File: config.mk
export PLATFORM = sky130hd
export DESIGN_NAME = mc_control
export DESIGN_NICKNAME = d
export VERILOG_FILES = /design/src/rtl/mc_control.sv
export SDC_FILE = /design/constraint.sdc
export NUM_CORES = 1
export LEC_CHECK = 0
export BUFFER_PORTS_ARGS = -buffer_cell sky130_fd_sc_hd__buf_4
export CELL_PAD_IN_SITES_DETAIL_PLACEMENT = 1
export CELL_PAD_IN_SITES_GLOBAL_PLACEMENT = 1
export CORE_MARGIN = 5
export CORE_UTILIZATION = 38
export DETAILED_ROUTE_END_ITERATION = 8
export MAX_ROUTING_LAYER = met4
export PLACE_DENSITY = 0.77
export SETUP_SLACK_MARGIN = 0.5
export SLEW_MARGIN = 20
export SYNTH_ARGS = -nofsm -noshare
export SYNTH_HDL_FRONTEND = slang
export SYNTH_SLANG_ARGS = --single-unit
File: constraint.sdc
create_clock -name clk -period 2.5 [get_ports clk]
set_input_delay 0.25 -clock clk [delete_from_list [all_inputs] [get_ports clk]]
set_output_delay 0.25 -clock clk [all_outputs]
set_load 0.02 [all_outputs]
File: src/rtl/mc_control.sv
// mc_control: multi-cycle RV32I control FSM (IF/ID/EX/MEM/WB) over one shared ALU.
// Define MUL_EN to add the MUL instruction and its MULW wait state.
module mc_control #(
  parameter int ALU_CTRL_W   = 4,
  parameter int MEM_WAIT_MAX = 15,
  parameter int CNT_W        = 32
) (
  input  logic                  clk,
  input  logic                  rst,
  input  logic [4:0]            opcode,
  input  logic [2:0]            func3,
  input  logic                  func7_5,
  input  logic                  func7_0,
  input  logic                  alu_zero,
  input  logic                  alu_lt,
  input  logic                  imem_ready,
  input  logic                  dmem_ready,
  input  logic                  mul_done,
  output logic                  imem_req,
  output logic                  dmem_req,
  output logic                  dmem_we,
  output logic                  ir_write,
  output logic                  pc_write,
  output logic [1:0]            pc_src,
  output logic                  alu_src_b,
  output logic [ALU_CTRL_W-1:0] alu_ctrl,
  output logic                  reg_write,
  output logic [1:0]            wb_sel,
  output logic                  mul_start,
  output logic                  err,
  output logic [CNT_W-1:0]      instret
);

  localparam int WW = (MEM_WAIT_MAX > 1) ? $clog2(MEM_WAIT_MAX) : 1;
  localparam logic [WW-1:0] WLAST = WW'(MEM_WAIT_MAX - 1);

  localparam logic [3:0] ALU_AND = 4'b0000;
  localparam logic [3:0] ALU_OR  = 4'b0001;
  localparam logic [3:0] ALU_ADD = 4'b0010;
  localparam logic [3:0] ALU_SUB = 4'b0110;
  localparam logic [3:0] ALU_SLT = 4'b1000;
  localparam logic [3:0] ALU_XOR = 4'b0100;
  localparam logic [3:0] ALU_SLL = 4'b0101;
  localparam logic [3:0] ALU_SRL = 4'b0111;
  localparam logic [3:0] ALU_SRA = 4'b1101;

  typedef enum logic [2:0] {
    S_IF,
    S_ID,
    S_EX,
    S_MEM,
    S_MULW,
    S_WB,
    S_ERR
  } state_e;

  state_e           state_q, state_d;
  logic [WW-1:0]    wcnt_q, wcnt_d;
  logic [CNT_W-1:0] instret_q, instret_d;
  logic             retire;
  logic [3:0]       alu_code;
  logic [3:0]       alu_op;
  logic             alu_bad;

  logic is_jal, is_jalr, is_br, is_lw;
  logic is_sw, is_opi, is_op, is_mul;
  logic legal, br_ok, br_taken;

  assign is_jal  = (opcode == 5'b11011);
  assign is_jalr = (opcode == 5'b11001);
  assign is_br   = (opcode == 5'b11000);
  assign is_lw   = (opcode == 5'b00000);
  assign is_sw   = (opcode == 5'b01000);
  assign is_opi  = (opcode == 5'b00100);
  assign is_op   = (opcode == 5'b01100);

  assign legal = is_jal | is_jalr | is_br | is_lw |
                 is_sw | is_opi | is_op;

`ifdef MUL_EN
  assign is_mul = is_op & func7_0 & (func3 == 3'b000);
`else
  logic unused_mul;
  assign unused_mul = ^{func7_0, mul_done};
  assign is_mul = 1'b0;
`endif

  // beq/bne/blt/bge all have func3[1] clear; [2] picks SLT, [0] inverts
  assign br_ok    = ~func3[1];
  assign br_taken = (func3[2] ? alu_lt : alu_zero) ^ func3[0];

  always_comb begin
    alu_op  = ALU_ADD;
    alu_bad = 1'b0;
    unique case (func3)
      3'b000: alu_op = (is_op && func7_5) ? ALU_SUB : ALU_ADD;
      3'b001: alu_op = ALU_SLL;
      3'b010: alu_op = ALU_SLT;
      3'b011: alu_bad = 1'b1;
      3'b100: alu_op = ALU_XOR;
      3'b101: alu_op = func7_5 ? ALU_SRA : ALU_SRL;
      3'b110: alu_op = ALU_OR;
      3'b111: alu_op = ALU_AND;
      default: alu_bad = 1'b1;
    endcase
  end

  always_comb begin
    state_d   = state_q;
    wcnt_d    = '0;
    retire    = 1'b0;
    imem_req  = 1'b0;
    dmem_req  = 1'b0;
    dmem_we   = 1'b0;
    ir_write  = 1'b0;
    pc_write  = 1'b0;
    pc_src    = 2'b00;
    alu_src_b = 1'b0;
    alu_code  = ALU_AND;
    reg_write = 1'b0;
    wb_sel    = 2'b00;
    mul_start = 1'b0;
    unique case (state_q)
      S_IF: begin
        imem_req = 1'b1;
        if (imem_ready) begin
          ir_write = 1'b1;
          pc_write = 1'b1;
          state_d  = S_ID;
        end else if (wcnt_q == WLAST) begin
          state_d = S_ERR;
        end else begin
          wcnt_d = wcnt_q + WW'(1);
        end
      end
      S_ID: state_d = legal ? S_EX : S_ERR;
      S_EX: begin
        unique case (1'b1)
          is_op, is_opi: begin
            alu_src_b = is_opi;
            alu_code  = alu_op;
            if (is_mul) begin
              mul_start = 1'b1;
              state_d   = S_MULW;
            end else begin
              state_d = alu_bad ? S_ERR : S_WB;
            end
          end
          is_lw, is_sw: begin
            alu_src_b = 1'b1;
            alu_code  = ALU_ADD;
            state_d   = S_MEM;
          end
          is_br: begin
            alu_code = func3[2] ? ALU_SLT : ALU_SUB;
            pc_src   = 2'b01;
            if (br_ok) begin
              pc_write = br_taken;
              retire   = 1'b1;
              state_d  = S_IF;
            end else begin
              state_d = S_ERR;
            end
          end
          is_jal, is_jalr: begin
            alu_src_b = 1'b1;
            alu_code  = ALU_ADD;
            pc_write  = 1'b1;
            pc_src    = is_jal ? 2'b10 : 2'b11;
            reg_write = 1'b1;
            wb_sel    = 2'b10;
            retire    = 1'b1;
            state_d   = S_IF;
          end
          default: state_d = S_ERR;
        endcase
      end
      S_MEM: begin
        dmem_req  = 1'b1;
        dmem_we   = is_sw;
        alu_src_b = 1'b1;
        alu_code  = ALU_ADD;
        if (dmem_ready) begin
          retire  = is_sw;
          state_d = is_sw ? S_IF : S_WB;
        end else if (wcnt_q == WLAST) begin
          state_d = S_ERR;
        end else begin
          wcnt_d = wcnt_q + WW'(1);
        end
      end
`ifdef MUL_EN
      S_MULW: begin
        if (mul_done) begin
          state_d = S_WB;
        end else if (wcnt_q == WLAST) begin
          state_d = S_ERR;
        end else begin
          wcnt_d = wcnt_q + WW'(1);
        end
      end
`endif
      S_WB: begin
        reg_write = 1'b1;
        wb_sel    = is_lw ? 2'b01 : (is_mul ? 2'b11 : 2'b00);
        retire    = 1'b1;
        state_d   = S_IF;
      end
      S_ERR: state_d = S_ERR;
      default: state_d = S_ERR;
    endcase
  end

  assign instret_d = instret_q + CNT_W'(retire);

  always_ff @(posedge clk or posedge rst) begin
    if (rst) begin
      state_q   <= S_IF;
      wcnt_q    <= '0;
      instret_q <= '0;
    end else begin
      state_q   <= state_d;
      wcnt_q    <= wcnt_d;
      instret_q <= instret_d;
    end
  end

  assign alu_ctrl = ALU_CTRL_W'(alu_code);
  assign err      = (state_q == S_ERR);
  assign instret  = instret_q;

endmodule

# Word level (Yosys, flattened, before mapping)
# Index checks and enable logic that the tools add are counted.
totals:
  reg_bits: 39
  in_bits: 17
  output_inout_bits: 49
  wordCells: 82
classes:
  add_sub_neg: 2
  eq_ne: 19
  mux: 43
  bitwise_logic: 7
  reduce_logical: 8
ops:
  columns: ["op", "n"]
  rows:
  - ["32-bit by 1-bit adder with 32-bit output", 1]
  - ["4-bit one-hot mux with 7 select lines", 1]
  - ["3-bit 2-to-1 mux", 7]
  - ["4-bit 2-to-1 mux", 5]
  - ["3-bit == test, second input constant", 6]
  - ["4-bit one-hot mux with 2 select lines", 2]
  - ["5-bit == test, second input constant", 3]
  - ["3-bit one-hot mux with 5 select lines", 1]
  - ["1-bit 2-to-1 mux", 13]
  - ["3-bit by 2-bit == test with 1-bit output, second input constant", 4]
  - ["1-bit one-hot mux with 2 select lines", 6]
  - ["3-bit one-hot mux with 4 select lines", 1]
  - ["4-bit one-hot mux with 3 select lines", 1]
  - ["5-bit by 4-bit == test with 1-bit output, second input constant", 2]
  - ["2-bit one-hot mux with 2 select lines", 2]
  - ["3-bit by 1-bit == test with 1-bit output, second input constant", 2]
  - ["3-bit zero test", 2]
  - ["2-bit 2-to-1 mux", 3]
  - ["1-bit bitwise OR", 6]
  - ["2-bit OR reduction", 3]
  - ["5-bit by 3-bit == test with 1-bit output, second input constant", 1]
  - ["5-bit zero test", 1]
  - ["4-bit by 1-bit adder with 4-bit output, second input constant", 1]
  - ["4-bit == test, second input constant", 1]
  - ["other kinds (4)", 4]

# Depth between registers and ports, before layout
# Gate-level depths: netlist (run 1).
depth:
  depth_word: 9
  mapped_depth: 11
  ltp_nobuf: 11

# Worst setup path before layout (run 1)
# OpenSTA, ideal clock, no wires.
synth_timing:
  path_kind: "register to register"
  from: "reg state_q[2]"
  to: "reg instret_q[20], in the netlist instret[20]"
  setup_time_ns: 0.130
  t_arrival_ns: 2.418
  required_time_ns: 2.370
  path_slack_ns: -0.048
  path_stages_with_launch: 12
  path_buffers: 0
  period_less_slack_ns: 2.548
  path_cell_list: "dfrtp_1 clkinv_1 nand3_1 nor2_1 nor2_1 o311ai_0 ha_1 ha_1 nand3_2 nor3_2 nand3_1 xnor2_1"
synth_via:
  elab_chain_len: 3
  word_cells_on_any_way: 5
  classes_between: "1 x add/sub; 3 x eq/ne; 1 x mux"
synth_rtl:
  columns: ["element", "line_no", "rtl"]
  rows:
  - ["from (decl)", "57", "state_e state_q, state_d;"]
  - ["from (signal assigned)", "222", "state_q <= state_d;"]
  - ["3-bit == test or 3-bit by 2-bit == test with 1-bit output (tied branches)", "123", "unique case (state_q)"]
  - ["1-bit one-hot mux with 3 select lines *", "123", null]
  - ["32-bit by 1-bit adder with 32-bit output *", "214", "assign instret_d = instret_q + CNT_W'(retire);"]
  - ["via instret_d[20]", "59", "logic [CNT_W-1:0] instret_q, instret_d;"]
  - ["to (signal assigned)", "224", "instret_q <= instret_d;"]
  - ["to (decl)", "59", null]
# Mark *: on every way through the listed nets, which the timed path passes. The rest lies on a longest branch.

# Worst setup path in the final report (run 1)
layout_timing:
  from: "reg state_q[0]"
  to: "reg instret_q[29], in the netlist instret[29]"
# Same word-level chain as after synthesis.

==> summary.txt, run 1 <==
Status -> completed
Total Power -> 1343 µW
Vias -> 2101
Req. time, crit path -> 2690 ps
RSZ-0062 raised after global routing -> true
Num CTS Buffers -> 5
Min-delay worst type -> primary input to async pin
Largest stage delay, worst path -> 410 ps
Yosys Warn Count -> 0
Slowest CP cell -> dfrtp_1
Initial core utilization -> 39.65%
H-tree level count -> 2
Post-synthesis cell type count -> 49
Met3 routed WL -> 236 µm
FF-to-FF setup slack -> 430 ps
Worst Max-Slew Pin Slew -> 504.5 ps
Site Rows -> 27
Delay-heaviest family, CP -> simple AND/OR/NAND/NOR gates
Clk_skew -> 6.863 ps
Final Wtd Congestion -> 0.8764
Period utilization -> 82.90%
Met2 wire len -> 3.565 mm
IO Port Bufs -> 62
First-pass GRT wire length -> 11.00 mm
Synth cell count leaders -> 39 x dfrtp_1, 25 x xnor2_1, 22 x nor2_1, 21 x nand2_1, 18 x nand3_1
Pwr per Cell Area -> 414.2 nW/µm²
Final core occ -> 57.81%
WS Path Type -> flop to flop
Reg2Reg Launch Point -> state_q[0]
TritonCTS clock tree -> built
Initial antenna violation count -> 0
Net Count, Synth -> 251
Worst-path clk slew -> 80 ps
Synth Cell Area -> 2223 µm²
Slew Viols, Final -> 0
Chip height -> 86.49 µm
Pleak -> 0.001583 µW
Maximum operating frequency -> 0.4825 GHz
Final setup violation count -> 0
# DRC -> 0
Vias per std cell -> 5.360
FFs w/ async S/R, synth -> 100.0%
EDFF count, synth -> 0
Wire length per cell -> 17.66 µm
Post-Route WL -> 6.922 mm
Total GRT Usage -> 19.38%
Top cells by area, synth -> dfrtp_1 44%, xnor2_1 9.8%, nand3_1 4.1%
Ys flop type -> dfrtp_1
1st-iter DRT viols -> 87
Max-slew headroom -> 66.37%
Seq/Total Area, Yosys -> 43.89%
Congestion Overflow GR -> 0
MaxCap Viol Count -> 0
Most frequent cell after synthesis -> dfrtp_1
N_diodes -> 0
Antenna Nets Post-Route -> 0
Largest area contributor in the netlist -> dfrtp_1
Worst-path cell chain -> inv_2 > nand3_4 > nor2_4 > nor2_2 > o311ai_4 > ha_4 > nand2_4 > nor4b_4 > and3_4 > nand3_2 > xnor2_1
Crit path time final -> 2073 ps
Worst Setup Start Kind -> flop
FF-to-FF End -> instret[29]
Pin count of the biggest net entering global routing -> 40
Final TNS setup -> 0 ps
Vias in the first global route -> 2218
Core box area -> 5608 µm²
Final nets -> 340
Arr. time, crit path -> 2260 ps
Sink Count -> 39
CTS root buffer -> clkbuf_8
CTS max path bufs -> 2
Pre-antenna DRT Iters -> 4
Die area -> 7481 µm²
Worst Path Max Fanout -> 4
Worst Reg-to-Reg Cells -> 11
I/O pin cnt -> 66
DR top layer -> met4
Post-DP HPWL -> 4.905 mm
CP endpoint kind -> flop
Number of synthesized register bits -> 39
Synth Area per Inst -> 9.667 µm²
Final hold violation count -> 0
P&R area growth vs syn -> 45.81%
Max VDD drop -> 0.3895 mV
Wire length on met1 -> 3.009 mm
Die W -> 86.49 µm
Cts hold-fix bufs -> 0
Fraction of layout cells with a size suffix above 1 -> 40.94%
Cells after Synth -> 230
Clock latency at the later pin of the worst-skew pair -> 300 ps
Share of the synthesized area in the top cell type -> 43.89%
Worst path bufs/invs -> 1
==> placed cells by master (no fill, tap or decap), types with 3 or more instances in the layout <==
master,netlist,layout
a21oi_1,8,8
and3_1,7,6
buf_4,1,84
buf_6,2,3
clkbuf_8,1,5
dfrtp_1,39,38
inv_1,7,6
nand2_1,21,19
nand3_1,18,15
nand3_2,4,5
nand4_1,3,3
nor2_1,22,16
nor2_2,0,4
nor2b_1,5,4
nor3_1,6,4
nor3_4,0,3
o21ai_0,6,6
o21ai_1,4,4
or3_1,3,3
xnor2_1,25,25
xor2_1,8,8
==> cells by family after synthesis <==
family | after synthesis | share of synthesized area, %
multiplexers | 1 | 0.4502
buffers and inverters | 13 | 3.489
XOR/XNOR | 33 | 13.00
AND/OR/NAND/NOR | 110 | 28.59
flip-flops | 39 | 43.89
AO/OA/AOI/OAI | 29 | 8.161
other | 1 | 0.1687
adder cells (fa/ha/maj) | 4 | 2.251
==> final cells by class <==
type / count / area, µm²
Multi-Input combinational cell: 178 / 1343
Inverter: 8 / 35.03
Fill cell: 664 / 2366
Clock inverter: 2 / 60.06
Clock buffer: 6 / 72.57
Sequential cell: 39 / 977.2
Tap cell: 72 / 90.09
Timing Repair Buffer: 87 / 664.4
==> sequential cells by signal (all words and copies together), names as in the netlist <==
| name | count |
|---|---|
| instret | 32 |
| state_q | 3 |
| wcnt_q | 4 |
==> worst max path at each step <==
stage	start	end	slack (ps)	cells past startpoint
5_1_grt	state_q[0]	instret[29]	310	11
4_1_cts	state_q[0]	instret[29]	420	9
3_5_place_dp	opcode[2]	instret[27]	110	10
6_report	state_q[0]	instret[29]	430	11
2_1_floorplan	state_q[2]	instret[27]	380	11
3_3_place_gp	opcode[2]	instret[21]	180	9
==> metrics by stage <==
step	cell area, µm²	hold WS, ps	setup WS (ps)	cells
after floorplan	2318	448.8	383.0	230
after global placement	2879	410.6	179.0	366
after detailed placement	2879	413.9	111.4	366
after CTS	3159	88.60	420.1	387
after global routing	3242	115.0	314.1	392
final	3242	73.69	427.4	392
==> per-layer routing <==
metal,GRT usage (%),vias to the layer above
li1,-,986
met4,6.374,0
met5,-,-
met1,25.40,1062
met2,31.02,44
met3,2.567,9
==> repair_timing <==
item / CTS / global route
setup endpoints to repair: 26 / 30
pin swaps: 7 / 5
resized for setup: 9 / 10
setup buffers: 13 / 5
==> where the power goes <==
group | leakage (µW) | switching, µW | internal [µW] | total [µW]
combinational | 0.000984 | 53.5 | 32.0 | 85.5
sequential | 0.000534 | 0.949 | 631 | 632
clock | 0.0000654 | 226 | 399 | 625
total | 0.00158 | 281 | 1060 | 1340
==> worst reg2reg max path, cell delays in order (launching register included) <==
cell and delay, ps:
dfrtp_1 410, inv_2 120, nand3_4 130, nor2_4 120
nor2_2 60, o311ai_4 90, ha_4 220, nand2_4 80
nor4b_4 250, and3_4 270, nand3_2 90, xnor2_1 130
Power figures use the tool's default switching activity.
==> run 2, diff against run 1 <==
--- a/config.mk
+++ b/config.mk
@@ -5,11 +5,12 @@
 export SDC_FILE = /design/constraint.sdc
 export NUM_CORES = 1
 export LEC_CHECK = 0
+export ABC_AREA = 1
 export BUFFER_PORTS_ARGS = -buffer_cell sky130_fd_sc_hd__buf_4
 export CELL_PAD_IN_SITES_DETAIL_PLACEMENT = 1
 export CELL_PAD_IN_SITES_GLOBAL_PLACEMENT = 1
 export CORE_MARGIN = 5
-export CORE_UTILIZATION = 38
+export CORE_UTILIZATION = 37
 export DETAILED_ROUTE_END_ITERATION = 8
 export MAX_ROUTING_LAYER = met4
 export PLACE_DENSITY = 0.77
==> constraint.sdc (replaced) <==
create_clock -name clk -period 2 [get_ports clk]
set_input_delay 0.2 -clock clk [delete_from_list [all_inputs] [get_ports clk]]
set_output_delay 0.2 -clock clk [all_outputs]
set_load 0.02 [all_outputs]
==> run 2 against run 1 <==
  * The run now ends with setup timing left
  * Via count increased by 47%
  * Worst hold slack got worse by 49 ps
  * Final area increased by 32%
  * Critical path depth increased by 5
  * Global-route usage increased by 4.1 points
  * Wire length increased by 63%
  * Largest cell class unchanged
  * Highest routed layer unchanged
==> summary.txt, run 2 <==
Post-DP HPWL -> 6.688 mm
Net Count, Synth -> 381
Ys flop type -> dfrtp_1
Clock power frac -> 16.7%
Pin count of the biggest net entering global routing -> 40
Initial antenna violation count -> 0
Final nets -> 515
TritonCTS clock tree -> built
Largest area contributor in the netlist -> dfrtp_1
EDFF count, synth -> 0
Period utilization -> 114.7%
Failing checks -> setup timing
Crit path time final -> 2293 ps
Site Rows -> 30
Vias per std cell -> 5.353
Worst Path Max Fanout -> 4
Pwr per Cell Area -> 771.4 nW/µm²
Worst path bufs/invs -> 4
Final hold violation count -> 0
Fraction of layout cells with a size suffix above 1 -> 42.42%
Pint -> 1938 µW
Final TNS setup -> -6423 ps
Psw -> 1352 µW
Chip height -> 93.18 µm
Synth cell count leaders -> 126 x nand2_1, 53 x nor2_1, 39 x dfrtp_1, 32 x inv_1, 17 x nand3_1
Maximum operating frequency -> 0.4361 GHz
Max-slew headroom -> 64.35%
Compound-Gate Fraction of Synth Area -> 3.128%
Sequential share of power -> 30.6%
Flip-flop count of the largest register after layout -> 32
MaxCap Viol Count -> 0
Worst-path cell chain -> inv_2 > nand2_4 > nor2_4 > inv_2 > nor2_4 > nor2_4 > nand3_2 > ha_4 > buf_12 > nand3_4 > nor2_4 > buf_6 > nand2_4 > nor3_2 > nand2_1 > nand2_1
Hold WS -> 24.32 ps
Total GRT Usage -> 23.46%
Adder-cell share of the synthesized area -> 1.955%
Initial core utilization -> 37.89%
IO Port Bufs -> 62
Pleak -> 0.002077 µW
1st-iter DRT viols -> 129
Post-Route WL -> 11.31 mm
Seq/Total Area, Yosys -> 38.12%
Vias in the first global route -> 3236
Max VDD drop -> 0.7429 mV
Final core occ -> 63.13%
Largest stage delay, worst path -> 420 ps
FFs w/ async S/R, synth -> 100.0%
Main combinational cell family by area after synthesis -> simple AND/OR/NAND/NOR gates
Vias -> 3078
Wire length per cell -> 19.67 µm
Commonest non-fill, non-tap cell in the layout -> nand2_1
Final setup violation count -> 33
Post-synthesis cell type count -> 31
Final Wtd Congestion -> 0.8776
Clock latency at the later pin of the worst-skew pair -> 300 ps
Pre-antenna DRT Iters -> 4
FF-to-FF setup slack -> -290 ps
Min-delay worst type -> primary input to async pin
Die area -> 8683 µm²
Slowest CP cell -> dfrtp_1
Switching Share -> 41.10%
Comb power frac -> 52.6%
P&R area growth vs syn -> 66.62%
Req. time, crit path -> 2240 ps
Slew Viols, Final -> 0
Post-Synth Simple-Gate Area -> 43.79%
WS Path Type -> flop to flop
Top cells by area, synth -> dfrtp_1 38%, nand2_1 18%, nor2_1 7.8%
Antenna Nets Post-Route -> 0
Sink Count -> 39
Worst Setup Start Kind -> flop
Worst setup margin -> -293.1 ps
Clk_skew -> 9.150 ps
Number of synthesized register bits -> 39
Post-Synth XOR/XNOR Area -> 7.136%
Worst-path clk slew -> 90 ps
Cells after Synth -> 360
H-tree level count -> 2
N_diodes -> 0
Delay-heaviest family, CP -> simple AND/OR/NAND/NOR gates
Commonest non-fill, non-tap cells in the layout -> 113 x nand2_1, 82 x buf_4, 44 x buf_6
First-pass GRT wire length -> 15.49 mm
Status -> finished, violations left
Arr. time, crit path -> 2530 ps
Congestion Overflow GR -> 0
Post-synthesis mux area share -> 0%
Share of the synthesized area in the top cell type -> 38.12%
# DRC -> 0
CP endpoint kind -> flop
Yosys Warn Count -> 0
# fillers -> 814
Die W -> 93.18 µm
CP dominant cell by count -> nor2_4
Synth Cell Area -> 2560 µm²
FF-to-FF End -> instret[19]
Reg2Reg Launch Point -> state_q[2]
Worst Reg-to-Reg Cells -> 16
I/O pin cnt -> 66
Most frequent cell after synthesis -> nand2_1
Worst Max-Slew Pin Slew -> 534.7 ps
Core box area -> 6756 µm²
Synth Area per Inst -> 7.111 µm²
CTS max path bufs -> 2
Num CTS Buffers -> 5
RSZ-0062 raised after global routing -> true
Total Power -> 3290 µW
Cts hold-fix bufs -> 0
CTS root buffer -> clkbuf_8
[run 2: changes by cell type after synthesis, moves of 5 or more]
| cell | change |
|---|---|
| nand2_1 | +105 |
| nor2_1 | +31 |
| inv_1 | +25 |
| xnor2_1 | -17 |
| nand3b_1 | +8 |
| nand4_1 | +8 |
| and3_1 | -6 |
| nor2_4 | +6 |
| inv_2 | +5 |
| nor2_2 | +5 |
| nor2b_1 | -5 |
[run 2: metal layers]
| metal | GRT usage [%] | wire length [µm] | vias up | share of wire, % |
|---|---|---|---|---|
| li1 | - | - | 1407 | - |
| met1 | 24.11 | 4326 | 1561 | 38 |
| met2 | 44.21 | 6254 | 82 | 55 |
| met3 | 4.103 | 434 | 28 | 3.8 |
| met4 | 9.035 | 295 | 0 | 2.6 |
| met5 | - | 0 | - | 0 |
[run 2: what timing repair did]
item,CTS,global route
setup endpoints to repair,45,52
gates resized for setup,53,62
endpoints found under the hold margin,0,0
pin swaps,9,21
cloned,0,0
buffers inserted,17,16
[run 2: final cells by class]
type | count | area [µm²] | area share, %
sequential | 39 | 977.2 | 22.91
tap | 80 | 100.1 | 2.347
clock buffer | 7 | 76.32 | 1.789
inverter | 37 | 147.6 | 3.461
clock inverter | 1 | 5.005 | 0.1173
multi-input combinational | 283 | 1813 | 42.51
timing repair buffer | 128 | 1146 | 26.87
[run 2: worst max path at each step]
stage	start	to	slack, ps	cells after the start
CTS	state_q[2]	instret[26]	-80	16
finish	state_q[2]	instret[19]	-290	16
detailed placement	opcode[1]	instret[26]	-110	15
global route	state_q[2]	instret[19]	-420	16
floorplan	state_q[2]	instret[26]	-280	16
global placement	opcode[1]	instret[26]	-40	15
[run 2: logic make-up (layout without fill, tap and decap cells)]
kind of cell    after synthesis  in the layout
simple gates                244            244
compound gates               14             14
fa+ha+maj                     4              4
other cells                   1              1
flops                        39             39
xor+xnor                     20             20
buf+inv                      38            173
[run 2: power by group through the flow]
stage	registers, µW	clock network [µW]	logic (µW)
after global routing	1020	581	1830
after floorplan	1040	0	499
after detailed placement	1010	0	1040
after global placement	1000	0	1000
final	1010	550	1730
after CTS	996	539	1320
[run 2: through the flow]
stage | instance area (µm²) | setup slack (ps) | std cells
final | 4265 | -293.1 | 575
after CTS | 3880 | -77.13 | 559
after detailed placement | 3467 | -109.4 | 534
after floorplan | 2649 | -279.6 | 360
after global placement | 3467 | -36.24 | 534
after global routing | 4265 | -422.0 | 575
[run 2: worst min-delay path, stage by stage]
cell   delay (ps)
buf_4         110
inv_1          40
buf_4         430
